File: config.mk
export PLATFORM = sky130hd
export DESIGN_NAME = cim_row_batch_sequencer
export DESIGN_NICKNAME = d
export VERILOG_FILES = /design/src/rtl/cim_pkg.sv /design/src/rtl/cim_cmd_checker.sv /design/src/rtl/cim_row_batch_sequencer.sv
export SDC_FILE = /design/constraint.sdc
export NUM_CORES = 1
export LEC_CHECK = 0
export CAP_MARGIN = 30
export CORE_ASPECT_RATIO = 1.25
export CORE_MARGIN = 3
export CORE_UTILIZATION = 40
export CTS_BUF_LIST = sky130_fd_sc_hd__clkbuf_8
export CTS_CLUSTER_SIZE = 28
export DETAILED_ROUTE_END_ITERATION = 10
export PLACE_DENSITY = 0.66
export SYNTH_ARGS = -nofsm -noshare
export SYNTH_HDL_FRONTEND = slang
export SYNTH_SLANG_ARGS = --single-unit
File: constraint.sdc
create_clock -name clk_in -period 5.2 [get_ports clk_in]
set_input_delay 1.3 -clock clk_in [delete_from_list [all_inputs] [get_ports clk_in]]
set_output_delay 1.3 -clock clk_in [all_outputs]
set_load 0.005 [all_outputs]
File: src/rtl/cim_pkg.sv
// Shared types for the CIM row-batch copy sequencer.
package cim_pkg;

    localparam int ROW_AW_DEF = 8;
    localparam int DATA_W_DEF = 32;

    typedef enum logic [2:0] {
        IDLE,
        RD,
        WAIT,
        WR,
        DONE
    } state_e;

    typedef enum logic {
        DIR_ASC  = 1'b0,
        DIR_DESC = 1'b1
    } dir_e;

endpackage

File: src/rtl/cim_cmd_checker.sv
// Combinational legality and copy-direction check for a row-copy command.
module cim_cmd_checker
    import cim_pkg::*;
#(
    parameter int ROW_AW = ROW_AW_DEF
) (
    input  logic [ROW_AW-1:0] src_i,
    input  logic [ROW_AW-1:0] dst_i,
    input  logic [ROW_AW:0]   len_i,
    output logic              cmd_ok_o,
    output dir_e              dir_o
);

    localparam logic [ROW_AW+1:0] ROWS = {2'b01, {ROW_AW{1'b0}}};

    logic [ROW_AW+1:0] src_end;
    logic [ROW_AW+1:0] dst_end;

    assign src_end = {2'b00, src_i} + {1'b0, len_i};
    assign dst_end = {2'b00, dst_i} + {1'b0, len_i};

    always_comb begin
        cmd_ok_o = (len_i != '0) && (src_end <= ROWS) && (dst_end <= ROWS);
        dir_o    = DIR_ASC;
        // Destination overlapping the tail of the source must be copied top-down.
        if ((dst_i > src_i) && ({2'b00, dst_i} < src_end)) begin
            dir_o = DIR_DESC;
        end
    end

endmodule

File: src/rtl/cim_row_batch_sequencer.sv
// Copies a block of CIM array rows one row at a time (read, wait, write).
module cim_row_batch_sequencer
    import cim_pkg::*;
#(
    parameter int ROW_AW = ROW_AW_DEF,
    parameter int DATA_W = DATA_W_DEF,
    parameter int RD_LAT = 1
) (
    input  logic              clk_in,
    input  logic              rst_n,
    input  logic              cmd_valid,
    output logic              cmd_ready,
    input  logic [ROW_AW-1:0] cmd_src,
    input  logic [ROW_AW-1:0] cmd_dst,
    input  logic [ROW_AW:0]   cmd_len,
    input  logic              abort,
    output logic [ROW_AW-1:0] arr_addr,
    output logic              arr_en,
    output logic              arr_we,
    output logic [DATA_W-1:0] arr_wdata,
    input  logic [DATA_W-1:0] arr_rdata,
    input  logic              arr_busy,
    output logic              busy,
    output logic              done_irq,
    output logic              err_irq,
    output logic [ROW_AW:0]   rows_done
);

    localparam int         PW       = ROW_AW + 1;
    localparam logic [2:0] LAT_LAST = 3'(RD_LAT - 1);

    state_e            state_q, state_d;
    dir_e              dir_q, dir_d;
    dir_e              chk_dir;
    logic              chk_ok;
    logic [PW-1:0]     src_q, src_d;
    logic [PW-1:0]     dst_q, dst_d;
    logic [PW-1:0]     rem_q, rem_d;
    logic [PW-1:0]     rows_q, rows_d;
    logic [DATA_W-1:0] data_q, data_d;
    logic [2:0]        lat_q, lat_d;
    logic              err_q, err_d;

    cim_cmd_checker #(
        .ROW_AW (ROW_AW)
    ) u_chk (
        .src_i    (cmd_src),
        .dst_i    (cmd_dst),
        .len_i    (cmd_len),
        .cmd_ok_o (chk_ok),
        .dir_o    (chk_dir)
    );

    always_ff @(posedge clk_in or negedge rst_n) begin
        if (!rst_n) begin
            state_q <= IDLE;
            dir_q   <= DIR_ASC;
            src_q   <= '0;
            dst_q   <= '0;
            rem_q   <= '0;
            rows_q  <= '0;
            data_q  <= '0;
            lat_q   <= '0;
            err_q   <= 1'b0;
        end else begin
            state_q <= state_d;
            dir_q   <= dir_d;
            src_q   <= src_d;
            dst_q   <= dst_d;
            rem_q   <= rem_d;
            rows_q  <= rows_d;
            data_q  <= data_d;
            lat_q   <= lat_d;
            err_q   <= err_d;
        end
    end

    always_comb begin
        state_d   = state_q;
        dir_d     = dir_q;
        src_d     = src_q;
        dst_d     = dst_q;
        rem_d     = rem_q;
        rows_d    = rows_q;
        data_d    = data_q;
        lat_d     = lat_q;
        err_d     = 1'b0;
        cmd_ready = 1'b0;
        arr_en    = 1'b0;
        arr_we    = 1'b0;
        arr_addr  = '0;
        done_irq  = 1'b0;

        unique case (state_q)
            IDLE: begin
                cmd_ready = 1'b1;
                if (cmd_valid) begin
                    if (chk_ok) begin
                        state_d = RD;
                        dir_d   = chk_dir;
                        rows_d  = '0;
                        rem_d   = cmd_len;
                        if (chk_dir == DIR_DESC) begin
                            src_d = {1'b0, cmd_src} + cmd_len - PW'(1);
                            dst_d = {1'b0, cmd_dst} + cmd_len - PW'(1);
                        end else begin
                            src_d = {1'b0, cmd_src};
                            dst_d = {1'b0, cmd_dst};
                        end
                    end else begin
                        err_d = 1'b1;
                    end
                end
            end
            RD: begin
                if (!arr_busy) begin
                    arr_en   = 1'b1;
                    arr_addr = src_q[ROW_AW-1:0];
                    lat_d    = '0;
                    state_d  = WAIT;
                end
            end
            WAIT: begin
                if (lat_q == LAT_LAST) begin
                    data_d  = arr_rdata;
                    state_d = WR;
                end else begin
                    lat_d = lat_q + 3'd1;
                end
            end
            WR: begin
                if (!arr_busy) begin
                    arr_en   = 1'b1;
                    arr_we   = 1'b1;
                    arr_addr = dst_q[ROW_AW-1:0];
                    rows_d   = rows_q + PW'(1);
                    rem_d    = rem_q - PW'(1);
                    if (dir_q == DIR_DESC) begin
                        src_d = src_q - PW'(1);
                        dst_d = dst_q - PW'(1);
                    end else begin
                        src_d = src_q + PW'(1);
                        dst_d = dst_q + PW'(1);
                    end
                    state_d = (rem_q == PW'(1)) ? DONE : RD;
                end
            end
            DONE: begin
                done_irq = 1'b1;
                state_d  = IDLE;
            end
            default: begin
                state_d = IDLE;
            end
        endcase

        // Abort overrides whatever the current state would have issued.
        if (abort && (state_q != IDLE)) begin
            state_d  = IDLE;
            arr_en   = 1'b0;
            arr_we   = 1'b0;
            arr_addr = '0;
            done_irq = 1'b0;
            err_d    = 1'b1;
            src_d    = src_q;
            dst_d    = dst_q;
            rem_d    = rem_q;
            rows_d   = rows_q;
            data_d   = data_q;
            lat_d    = lat_q;
        end
    end

    assign arr_wdata = data_q;
    assign busy      = (state_q != IDLE);
    assign err_irq   = err_q;
    assign rows_done = rows_q;

endmodule

# == Word-level counts from Yosys, hierarchy flattened ==
# Index checks and enable logic that the tools add are counted.
# classes
n_mul,0
muxes,48
n_shift,0
n_eq_ne,15
n_addsub,13
n_reduce_logical,16
div_mod_pow,0
bitwise,1
order_cmp,4
# ops
cell,n
$mux 9,16
$pmux 9 s2,4
$sub 9x1->9 const B,5
$add 9x1->9 const B,3
$mux 3,9
$mux 8,3
$add 8x9->10,2
$le 10x9->1 const B,2
$add 8x9->9,2
$pmux 8 s2,1
$ne 3x3->1 const B,5
$mux 1,13
$pmux 3 s4,1
$lt 8x10->1,1
$ne 2x2->1 const B,5
$reduce_and 5->1,2
$eq 9x1->1 const B,1
$reduce_bool 9->1,1
$gt 8x8->1,1
$eq 3x2->1 const B,2
$logic_not 3->1,2
$pmux 3 s2,1
$reduce_and 3->1,2
$logic_and 1x1->1,4
8 further kinds,9
# word_totals
ff_bits,76
mem_bits_ro,0
ramBits,0
word_cells,106
out_inout_bits,55
inputBits,62
n_memories,0
latch_bits,0

# == Logic depth before layout (Yosys ltp) ==
# Gate-level depths: netlist of the first run.
# depth
ltp_word,8
ltp_mapped,16

# == Modules after synthesis ==
# From an unflattened synthesis of the first run, not the netlist that was laid out.
# hier_totals
cells_unflattened,704
hier_area_um2,6282.3
# by_module_without_submodules
mod,seq_area_each_um2,area_per_inst_um2,n_inst,cells_each
cim_row_batch_sequencer,1851.8,5043.6,1,548
cim_cmd_checker,0.0,1238.7,1,156

# == Worst setup path before layout of the first run ==
# OpenSTA, ideal clock, no wires.
# synth_timing
path_type,in2reg
start,input cmd_src[0]
end,register src_q[0]
cell_stages,15
arrival_time_ps,4223
path_buffers,0
setup_slack_ps,851
cell_sequence,ha_1 inv_1 fa_1 nor2b_1 or2_1 a2111oi_0 or2_2 ha_1 a2111o_1 a31oi_1 a221oi_1 o21a_1 nor2_1 a21oi_1 a221o_1
# synth_between
elab_chain_len,8
elab_cells_between_ends,16
cone_classes,3 x add/sub; 3 x order compare; 1 x eq/ne; 5 x mux; 4 x reduce/logical
# synth_lines
element,line_no,rtl
start: declaration,cim_row_batch_sequencer.sv:13,"input logic [ROW_AW-1:0] cmd_src,"
$add 8x9->10,cim_cmd_checker.sv:19,"assign src_end = {2'b00, src_i} + {1'b0, len_i};"
$lt 8x10->1,cim_cmd_checker.sv:26,"if ((dst_i > src_i) && ({2'b00, dst_i} < src_end)) begin"
$logic_and 1x1->1,cim_cmd_checker.sv:26,
$mux 1,cim_cmd_checker.sv:26,
$mux 9,cim_row_batch_sequencer.sv:103,if (chk_dir == DIR_DESC) begin
$mux 9,cim_row_batch_sequencer.sv:98,if (chk_ok) begin
$mux 9,cim_row_batch_sequencer.sv:97,if (cmd_valid) begin
$pmux 9 s2,cim_row_batch_sequencer.sv:94,unique case (state_q)
end signal: assignment,cim_row_batch_sequencer.sv:68,src_q <= src_d;
end: declaration,cim_row_batch_sequencer.sv:36,"logic [PW-1:0] src_q, src_d;"
# Parallel ways exist; a longest one is shown, timed or not. The select of a mux whose other input is x is not followed.
# A chain may end at the register's enable or synchronous reset.

# == Final worst setup path of the first run ==
# layout_timing
start,input cmd_src[2]
end,register dst_q[2]
# layout_between
elab_chain_len,8
elab_cells_between_ends,14
cone_classes,1 x add/sub; 3 x order compare; 1 x eq/ne; 5 x mux; 4 x reduce/logical
# layout_lines
element,line_no,rtl
$add 8x9->10,cim_cmd_checker.sv:19,
$lt 8x10->1,cim_cmd_checker.sv:26,
$logic_and 1x1->1,cim_cmd_checker.sv:26,
$mux 1,cim_cmd_checker.sv:26,
$mux 9,cim_row_batch_sequencer.sv:103,
$mux 9,cim_row_batch_sequencer.sv:98,
$mux 9,cim_row_batch_sequencer.sv:97,
$pmux 9 s2,cim_row_batch_sequencer.sv:94,
end signal: assignment,cim_row_batch_sequencer.sv:69,dst_q <= dst_d;
end: declaration,cim_row_batch_sequencer.sv:37,"logic [PW-1:0] dst_q, dst_d;"
# Parallel ways exist; a longest one is shown, timed or not. The select of a mux whose other input is x is not followed.

==> results of run 1 <==
-- routing by layer --
| layer | part of all wire [%] | wire length (microns) |
|---|---|---|
| met1 | 43 | 7650 |
| met2 | 47 | 8330 |
| met3 | 5.9 | 1030 |
| met4 | 3.4 | 596 |
| met5 | 0 | 0 |
-- state kept, by name (all words and copies together) (netlist names) --
| signal | cells |
|---|---|
| rows_done | 9 |
| dst_q | 8 |
| lat_q | 3 |
| state_q | 3 |
| rem_q | 9 |
| src_q | 8 |
| dir_q | 1 |
| arr_wdata | 32 |
| err_irq | 1 |
-- power by group --
part,switching (W),internal [W]
Sequential,0.000209,0.000819
Combinational,0.000820,0.000946
Clock,0.000219,0.000220
Total,0.00125,0.00199
-- Yosys cell counts, types with 3 or more instances --
cell type | instances | area, sq um
dfrtp_1 | 74 | 1850
ha_1 | 74 | 926
inv_1 | 71 | 267
nor2_1 | 51 | 191
a21oi_1 | 49 | 245
nand2_1 | 38 | 143
mux2_2 | 33 | 372
nor3_1 | 31 | 155
o21ai_0 | 26 | 130
nand3_1 | 18 | 90.1
clkbuf_1 | 16 | 60.1
a211oi_1 | 13 | 97.6
mux2i_1 | 13 | 130
xnor2_1 | 13 | 114
nor2b_1 | 11 | 68.8
o211ai_1 | 11 | 82.6
xor2_1 | 11 | 96.3
a21o_1 | 10 | 75.1
a31oi_1 | 9 | 56.3
o21a_1 | 9 | 67.6
o221ai_1 | 9 | 78.8
or3_1 | 9 | 56.3
buf_1 | 7 | 26.3
nor4_1 | 7 | 43.8
and3_1 | 6 | 37.5
fa_1 | 6 | 120
nand2b_1 | 6 | 37.5
o21ai_1 | 5 | 25.0
mux2_4 | 4 | 60.1
nand4_1 | 4 | 25.0
nor3b_1 | 4 | 30.0
o311ai_0 | 4 | 35.0
a21boi_0 | 3 | 22.5
a22oi_1 | 3 | 22.5
o21bai_1 | 3 | 22.5
o22ai_1 | 3 | 18.8
-- stage by stage --
| stage | util [%] | hold WS [ns] | instances | area (sq um) | setup slack (ns) |
|---|---|---|---|---|---|
| final | 52.2 | 0.497 | 1066 | 8170 | 0.412 |
| after global routing | 52.2 | 0.516 | 1066 | 8170 | 0.218 |
| after CTS | 52.0 | 0.497 | 1064 | 8130 | 0.497 |
| after detailed placement | 50.8 | 0.481 | 1048 | 7940 | 0.132 |
| after global placement | 50.8 | 0.482 | 1048 | 7940 | 0.209 |
| after floorplan | - | 0.471 | 717 | 6400 | 0.851 |
-- path summary, 6_finish.rpt --
| check | startpoint | end | cells past startpoint |
|---|---|---|---|
| worst max-delay path | cmd_src[2] | dst_q[2] | 16 |
| worst min-delay path | rows_done[8] | rows_done[8] | 1 |
| worst max register to register | dir_q | src_q[7] | 9 |
| worst min register to register | rows_done[8] | rows_done[8] | 1 |
| max in group asynchronous | rst_n | dst_q[0] | 2 |
| min in group asynchronous | rst_n | lat_q[1] | 1 |
-- layout make-up --
cell class	count	area, sq um	area share [%]
sequential	74	1850	22.7
multi-input combinational	542	4160	50.9
timing repair buffer	149	1430	17.5
clock buffer	9	124	1.52
inverter	73	274	3.36
tap	212	265	3.25
clock inverter	7	70.1	0.858
-- critical path, stage by stage --
cell and delay [ns]:
clkdlybuf4s50_1 0.55, inv_1 0.10, ha_1 0.32, nor2b_1 0.15, or2_1 0.22, a2111oi_0 0.56
or2_2 0.21, ha_1 0.15, a2111o_1 0.10, a31oi_1 0.04, a221oi_1 0.41, o21ai_1 0.12
buf_4 0.21, a211oi_1 0.24, nor3_1 0.08, mux2_4 0.25
-- cells by family after synthesis --
| kind of cell | Yosys count | synth area share, % |
|---|---|---|
| and+or+nand+nor | 195 | 15.0 |
| DFF | 74 | 28.9 |
| muxes | 50 | 8.77 |
| buffers and inverters | 101 | 6.25 |
| AOI/OAI and AO/OA | 193 | 21.4 |
| xor gates and xnor gates | 24 | 3.28 |
| adders and majority gates | 80 | 16.3 |
-- cells in the final DEF (no fill, tap or decap), drive strengths merged, types with 9 or more instances in the layout --
cell / n
clkdlybuf4s50: 115
ha: 74
dfrtp: 74
inv: 74
nor2: 52
a21oi: 51
nand2: 38
mux2: 37
buf: 34
o21ai: 32
nor3: 31
nand3: 19
a211oi: 14
xnor2: 13
mux2i: 13
o211ai: 13
xor2: 11
nor2b: 11
a21o: 10
or3: 9
a31oi: 9
o21a: 9
o221ai: 9
clkbuf: 9
==> results_dict.tcl, run 1 <==
set metrics [dict create \
    firstDrtPassIters 7 \
    async_flop_share_pct 100 \
    grt_overflow_total 0 \
    die_x_microns 119 \
    ys_seq_area_share_pct 28.9 \
    fillers 1435 \
    post-route-period-util_pct 92.1 \
    routedWlPerCell_microns 16.5 \
    route.detailed.drc 0 \
    finalNetCount 991 \
    rrSetupSlack_ns 2.43 \
    required_ns 5.43 \
    syn_avg_cell_area_sq_um 8.93 \
    clock_latency_ns 0.35 \
    ir_worst_vdd_mv 0.141 \
    place_congestion 0.927 \
    syn2layout_area_growth_pct 27.5 \
    rsz0062_at_grt "false" \
    antenna_cells 0 \
    power_density_nw_per_um2 396 \
    ant_nets 0 \
    path_class "input pin to flip-flop" \
    worst_pin_slew_ns 0.778 \
    clk_pin_slew_ns 0.08 \
    end_kind "flip-flop" \
    syn_area_sq_um 6400 \
    busiest_layer "met2" \
    syn-num-nets 859 \
    synth_edf_count 0 \
    grt_first_pass_wirelength_mm 28.7 \
    cts_resized 0 \
    htree_levels 3 \
    hpwl_mm 14.0 \
    p_leak_nw 3.60 \
    setup_violations 0 \
    synth.distinct_cells 76 \
    io_pins 117 \
    period_needed_ns 4.79 \
    root_buffer "clkbuf_8" \
    grt_usage_pct 20.0 \
    grt_pass1_vias 5591 \
    antenna_found_initial 0 \
    fp-row-count 51 \
    grt.met2_usage_pct 33.7 \
    worst_ep_arrival_time_ns 5.02 \
    cts_tree "built" \
    grt_start_max_net_pins 75 \
    cap_violations 0 \
    cp_max_fo 15 \
    start_kind "input pin" \
    post_cts.repair.setup_buffers 0 \
    hold_viol 0 \
    timing.setup.tns_ns 0 \
    yosys_warnings 0 \
    power_w 0.00323 \
    syn_inst 717 \
    clock_path_buffers 2 \
    slew_headroom_pct 48.1 \
    globalRouteMet3Util_pct 3.71 \
    die_height_microns 147 \
    die-area_sq_um 17600 \
    start_util_pct 41.0 \
    synth_ff_type "dfrtp_1" \
    first_iter_violations 300 \
    grt_util_met1_pct 25.5 \
    hold_path.class "flip-flop to flip-flop" \
    skew_ns 0.0113 \
    max_freq_ghz 0.209 \
    viasPerCell 5.41 \
    clock-sinks 74 \
    ys_ff_latch 74 \
    via_count 5766 \
    drive_gt1_share_pct 12.3 \
    routed_wl_mm 17.6 \
    coreArea_sq_um 15600 \
    cts_buffers 9 \
    status "complete, no violations" \
    port_buffers 116 \
    postCtsHoldBufs 0 \
    drv_slew 0 \
]
No activity file was read; power rests on OpenSTA's default activity.
==> run 2: changes to the inputs <==
- RECOVER_POWER: not set -> 50
==> results_dict.tcl, run 2 (synthesis results as in run 1) <==
set metrics [dict create \
    post-route-period-util_pct 91.2 \
    power_density_nw_per_um2 391 \
    power_w 0.00319 \
    clock_path_buffers 2 \
    worst_ep_arrival_time_ns 4.97 \
    mostFrequentLayoutCells "89 x clkdlybuf4s50_1, 74 x ha_1, 74 x dfrtp_1" \
    cts_buffers 9 \
    route.detailed.drc 0 \
    pwr-share-clk_pct 13.7 \
    antenna_cells 0 \
    die_x_microns 119 \
    timing.setup.tns_ns 0 \
    globalRouteMet3Util_pct 3.71 \
    hold_path.class "flip-flop to flip-flop" \
    end_kind "flip-flop" \
    ir_worst_vdd_mv 0.140 \
    drv_slew 72 \
    fillers 1437 \
    p_switching_w 0.00124 \
    port_buffers 116 \
    worstHoldPathCells 1 \
    p_leak_nw 3.62 \
    cap_violations 1 \
    failed_checks "max-capacitance violations, max-slew violations" \
    final_common_cell "clkdlybuf4s50_1" \
    rrSetupSlack_ns 2.40 \
    routed_wl_mm 17.6 \
    cts_tree "built" \
    required_ns 5.43 \
    grt_util_met1_pct 25.5 \
    htree_levels 3 \
    grt_pass1_vias 5591 \
    reg2regPathDepth 6 \
    start_util_pct 41.0 \
    fp-row-count 51 \
    skew_ns 0.00994 \
    first_iter_violations 296 \
    grt_overflow_total 0 \
    worst_pin_slew_ns 3.16 \
    critPathTopFamily "compound AO/OA/AOI/OAI gates" \
    cts_resized 0 \
    rsz0062_at_grt "false" \
    pre_cts_ws_ns 0.132 \
    drive_gt1_share_pct 11.9 \
    intPower_w 0.00195 \
    syn2layout_area_growth_pct 27.2 \
    clock_latency_ns 0.35 \
    power.share.switching_pct 38.9 \
    grt_start_max_net_pins 75 \
    hold_start "rows_done[8]" \
    slowest_stage "clkdlybuf4s50_1" \
    root_buffer "clkbuf_8" \
    layout_setup_ws_ns 0.455 \
    grt_first_pass_wirelength_mm 28.7 \
    cp_max_fo 15 \
    post_cts.repair.setup_buffers 0 \
    grt.met2_usage_pct 33.7 \
    critPathBufInv 4 \
    viasPerCell 5.41 \
    slew_headroom_pct -110 \
    setup_violations 0 \
    largest_reg_flops 32 \
    path_class "input pin to flip-flop" \
    busiest_layer "met2" \
    status "finished with violations" \
    p_seq_share_pct 32.1 \
    max_freq_ghz 0.211 \
    r2r-end "dst_q[2]" \
    p_comb_share_pct 54.2 \
    place_congestion 0.927 \
    die_height_microns 147 \
    cp_cell_sequence "clkdlybuf4s50_1, ha_1, inv_1, fa_1, nor2b_1, buf_4, o211ai_1, a31oi_1, or2_2, ha_1, a2111o_1, a31oi_1, a221oi_1, o21ai_1, buf_4, a211oi_1, nor3_1, mux2_4" \
    postCtsHoldBufs 0 \
    firstDrtPassIters 5 \
    postLayoutCellArea_sq_um 8140 \
    io_pins 117 \
    start_kind "input pin" \
    hold_viol 0 \
    routedWlPerCell_microns 16.5 \
    placed_area_sq_um 7940 \
    ant_nets 0 \
    period_needed_ns 4.74 \
    coreArea_sq_um 15600 \
    antenna_found_initial 0 \
    reg2reg_from "state_q[1]" \
    min_to "rows_done[8]" \
    clk_pin_slew_ns 0.08 \
    crit_path_max_incr_delay_ns 0.60 \
    die-area_sq_um 17600 \
    via_count 5764 \
    grt_usage_pct 20.0 \
    clock-sinks 74 \
    hpwl_mm 14.0 \
    finalNetCount 991 \
]
## run 2: area by class of cell
type	count	area [sq um]	area share, %
sequential	74	1850	22.7
inverter	73	274	3.36
clock inverter	7	70.1	0.860
clock buffer	9	124	1.52
multi-input combinational	542	4160	51.0
timing repair buffer	149	1400	17.2
tap	212	265	3.26
## run 2: how the worst max path moves through the flow
stage,startpoint,to,slack [ns],cells after the start
6_report,cmd_len[0],dst_q[2],0.46,18
5_1_grt,cmd_src[0],src_q[2],0.22,18
4_1_cts,cmd_len[0],dst_q[2],0.50,18
3_5_place_dp,cmd_len[0],src_q[0],0.13,18
3_3_place_gp,cmd_len[0],src_q[0],0.21,18
2_1_floorplan,cmd_src[0],src_q[0],0.85,15
## run 2: metrics by stage
step / std cells / util (%) / hold slack, ns
CTS: 1064 / 52.0 / 0.497
floorplan: 717 / - / 0.471
global placement: 1048 / 50.8 / 0.482
finish: 1066 / 52.1 / 0.496
detailed placement: 1048 / 50.8 / 0.481
global route: 1066 / 52.1 / 0.511
## run 2: metal layers
metal / up-vias / wire length, microns
met3: 38 / 1060
li1: 2875 / -
met2: 186 / 8380
met5: - / 0
met4: 0 / 606
met1: 2665 / 7540
## run 2: power groups by stage
stage | clock, W | combinational [W] | sequential (W)
3_5_place_dp | 0 | 0.00176 | 0.00104
4_1_cts | 0.000453 | 0.00177 | 0.00103
5_1_grt | 0.000477 | 0.00194 | 0.00106
2_1_floorplan | 0 | 0.00113 | 0.000986
6_report | 0.000438 | 0.00173 | 0.00102
3_3_place_gp | 0 | 0.00174 | 0.00103
==> run 3: changes to the inputs <==
- GPL_TIMING_DRIVEN: not set -> 0
- PLACE_DENSITY: 0.66 -> 0.68
- clock period: 5.2 -> 3.85 ns (I/O delays scaled with it)
==> results_dict.tcl, run 3 (synthesis results as in run 1) <==
set metrics [dict create \
    reg2regPathDepth 9 \
    end_kind "flip-flop" \
    p_leak_nw 3.84 \
    post-route-period-util_pct 101 \
    grt_first_pass_wirelength_mm 31.0 \
    skew_ns 0.0146 \
    clock_path_buffers 2 \
    ant_nets 0 \
    via_count 6052 \
    finalNetCount 1024 \
    grt_pass1_vias 6066 \
    slew_headroom_pct 10.5 \
    cts_tree "built" \
    hold_start "rows_done[8]" \
    largest_reg_flops 32 \
    die-area_sq_um 17600 \
    hold_path.class "flip-flop to flip-flop" \
    routedWlPerCell_microns 17.6 \
    reg2reg_from "dir_q" \
    worst_ep_arrival_time_ns 4.18 \
    antenna_cells 0 \
    ir_worst_vdd_mv 0.191 \
    path_class "input pin to flip-flop" \
    die_x_microns 119 \
    clock-sinks 74 \
    cap_violations 0 \
    place_congestion 0.919 \
    crit_path_max_incr_delay_ns 0.39 \
    drv_slew 0 \
    first_iter_violations 365 \
    grt_overflow_total 0 \
    postCtsHoldBufs 0 \
    rsz0062_at_grt "true" \
    cp_max_fo 6 \
    power_density_nw_per_um2 513 \
    htree_levels 3 \
    worst_pin_slew_ns 1.34 \
    cp_cell_sequence "buf_12, ha_4, inv_2, fa_2, nor2b_4, or2_4, a21oi_2, xnor2_1, ha_1, o2111a_1, o31ai_4, a221oi_4, o21a_4, buf_6, nor2_4, o311ai_1, mux2_4" \
    slowest_stage "a221oi_4" \
    layout_setup_ws_ns -0.0526 \
    firstDrtPassIters 5 \
    cts_buffers 9 \
    worstHoldPathCells 1 \
    port_buffers 115 \
    grt_start_max_net_pins 52 \
    coreArea_sq_um 15600 \
    timing.setup.tns_ns -0.104 \
    root_buffer "clkbuf_8" \
    fp-row-count 51 \
    route.detailed.drc 0 \
    mostFrequentLayoutCells "78 x clkdlybuf4s50_1, 74 x dfrtp_1, 63 x ha_1" \
    period_needed_ns 3.90 \
    hold_viol 0 \
    clock_latency_ns 0.35 \
    grt_usage_pct 21.6 \
    die_height_microns 147 \
    power_w 0.00454 \
    viasPerCell 5.51 \
    start_util_pct 41.0 \
    drive_gt1_share_pct 21.4 \
    start_kind "input pin" \
    syn2layout_area_growth_pct 38.2 \
    max_freq_ghz 0.256 \
    hpwl_mm 14.4 \
    clk_pin_slew_ns 0.08 \
    status "finished with violations" \
    required_ns 4.13 \
    routed_wl_mm 19.3 \
    setup_violations 4 \
    startpoint "cmd_len[0]" \
    io_pins 117 \
    failed_checks "negative setup slack" \
    antenna_found_initial 0 \
    final_common_cell "clkdlybuf4s50_1" \
]
==> run 3: changes by cell type in the layout (fill, tap and decap cells not counted), moves of 6 or more <==
cell and delta:
buf_1 +7, buf_12 +6, buf_6 +14, clkbuf_1 +11
clkdlybuf4s50_1 -11, dlygate4sd3_1 -7, ha_1 -11, ha_4 +9
inv_1 -13, nor3_1 -10, nor3_2 +8
==> run 3: layout make-up <==
type,count,area (sq um)
plain buffers,24,131
repair buffers,158,1550
flip-flops and latches,74,1850
well taps,212,265
clock inverters,5,31.3
inverters,73,300
multi-input cells,542,4590
clock buffers,10,138
fillers,1420,6790
==> run 3: critical path: cells and delay by family <==
kind	cells	cell delay, ns
AO/OA/AOI/OAI	6	1.38
adder cells (fa/ha/maj)	3	0.83
AND/OR/NAND/NOR	3	0.38
buffers and inverters	3	0.25
multiplexers	1	0.22
XOR/XNOR	1	0.15
==> run 3: layer usage <==
layer | share of wire, % | GRT usage [%]
met1 | 42 | 27.4
met2 | 49 | 36.7
met3 | 5.5 | 3.67
met4 | 4.1 | 7.94
met5 | 0 | 0
==> run 3: through the flow <==
step / hold WS, ns / setup slack (ns) / utilization [%] / area, sq um / cells
after floorplan: 0.471 / -0.00640 / - / 6440 / 717
after global placement: 0.474 / -1.34 / 50.3 / 7860 / 1044
after detailed placement: 0.476 / -1.36 / 50.4 / 7890 / 1045
after CTS: 0.488 / 0.00355 / 53.8 / 8410 / 1079
after global routing: 0.521 / -0.130 / 56.6 / 8850 / 1098
final: 0.487 / -0.0526 / 56.6 / 8850 / 1098
==> run 3: worst paths after layout <==
check | endpoint | slack [ns]
min reg2reg | rows_done[8] | 0.49
max | src_q[5] | -0.05
max reg2reg | src_q[7] | 0.99
max in group asynchronous | src_q[4] | 1.03
min in group asynchronous | arr_wdata[14] | 0.89
min | rows_done[8] | 0.49
==> run 3: where the power goes <==
group	leakage [nW]	switching [W]	internal [W]
Clock	0.0879	0.000289	0.000246
Combinational	2.83	0.00126	0.00137
Sequential	0.924	0.000265	0.00111
==> run 3: timing repair <==
item	in CTS	in global routing
gates resized for setup	99	88
buffers inserted	19	21
gates cloned	1	1
setup endpoints to repair	38	41
pin swaps	18	31
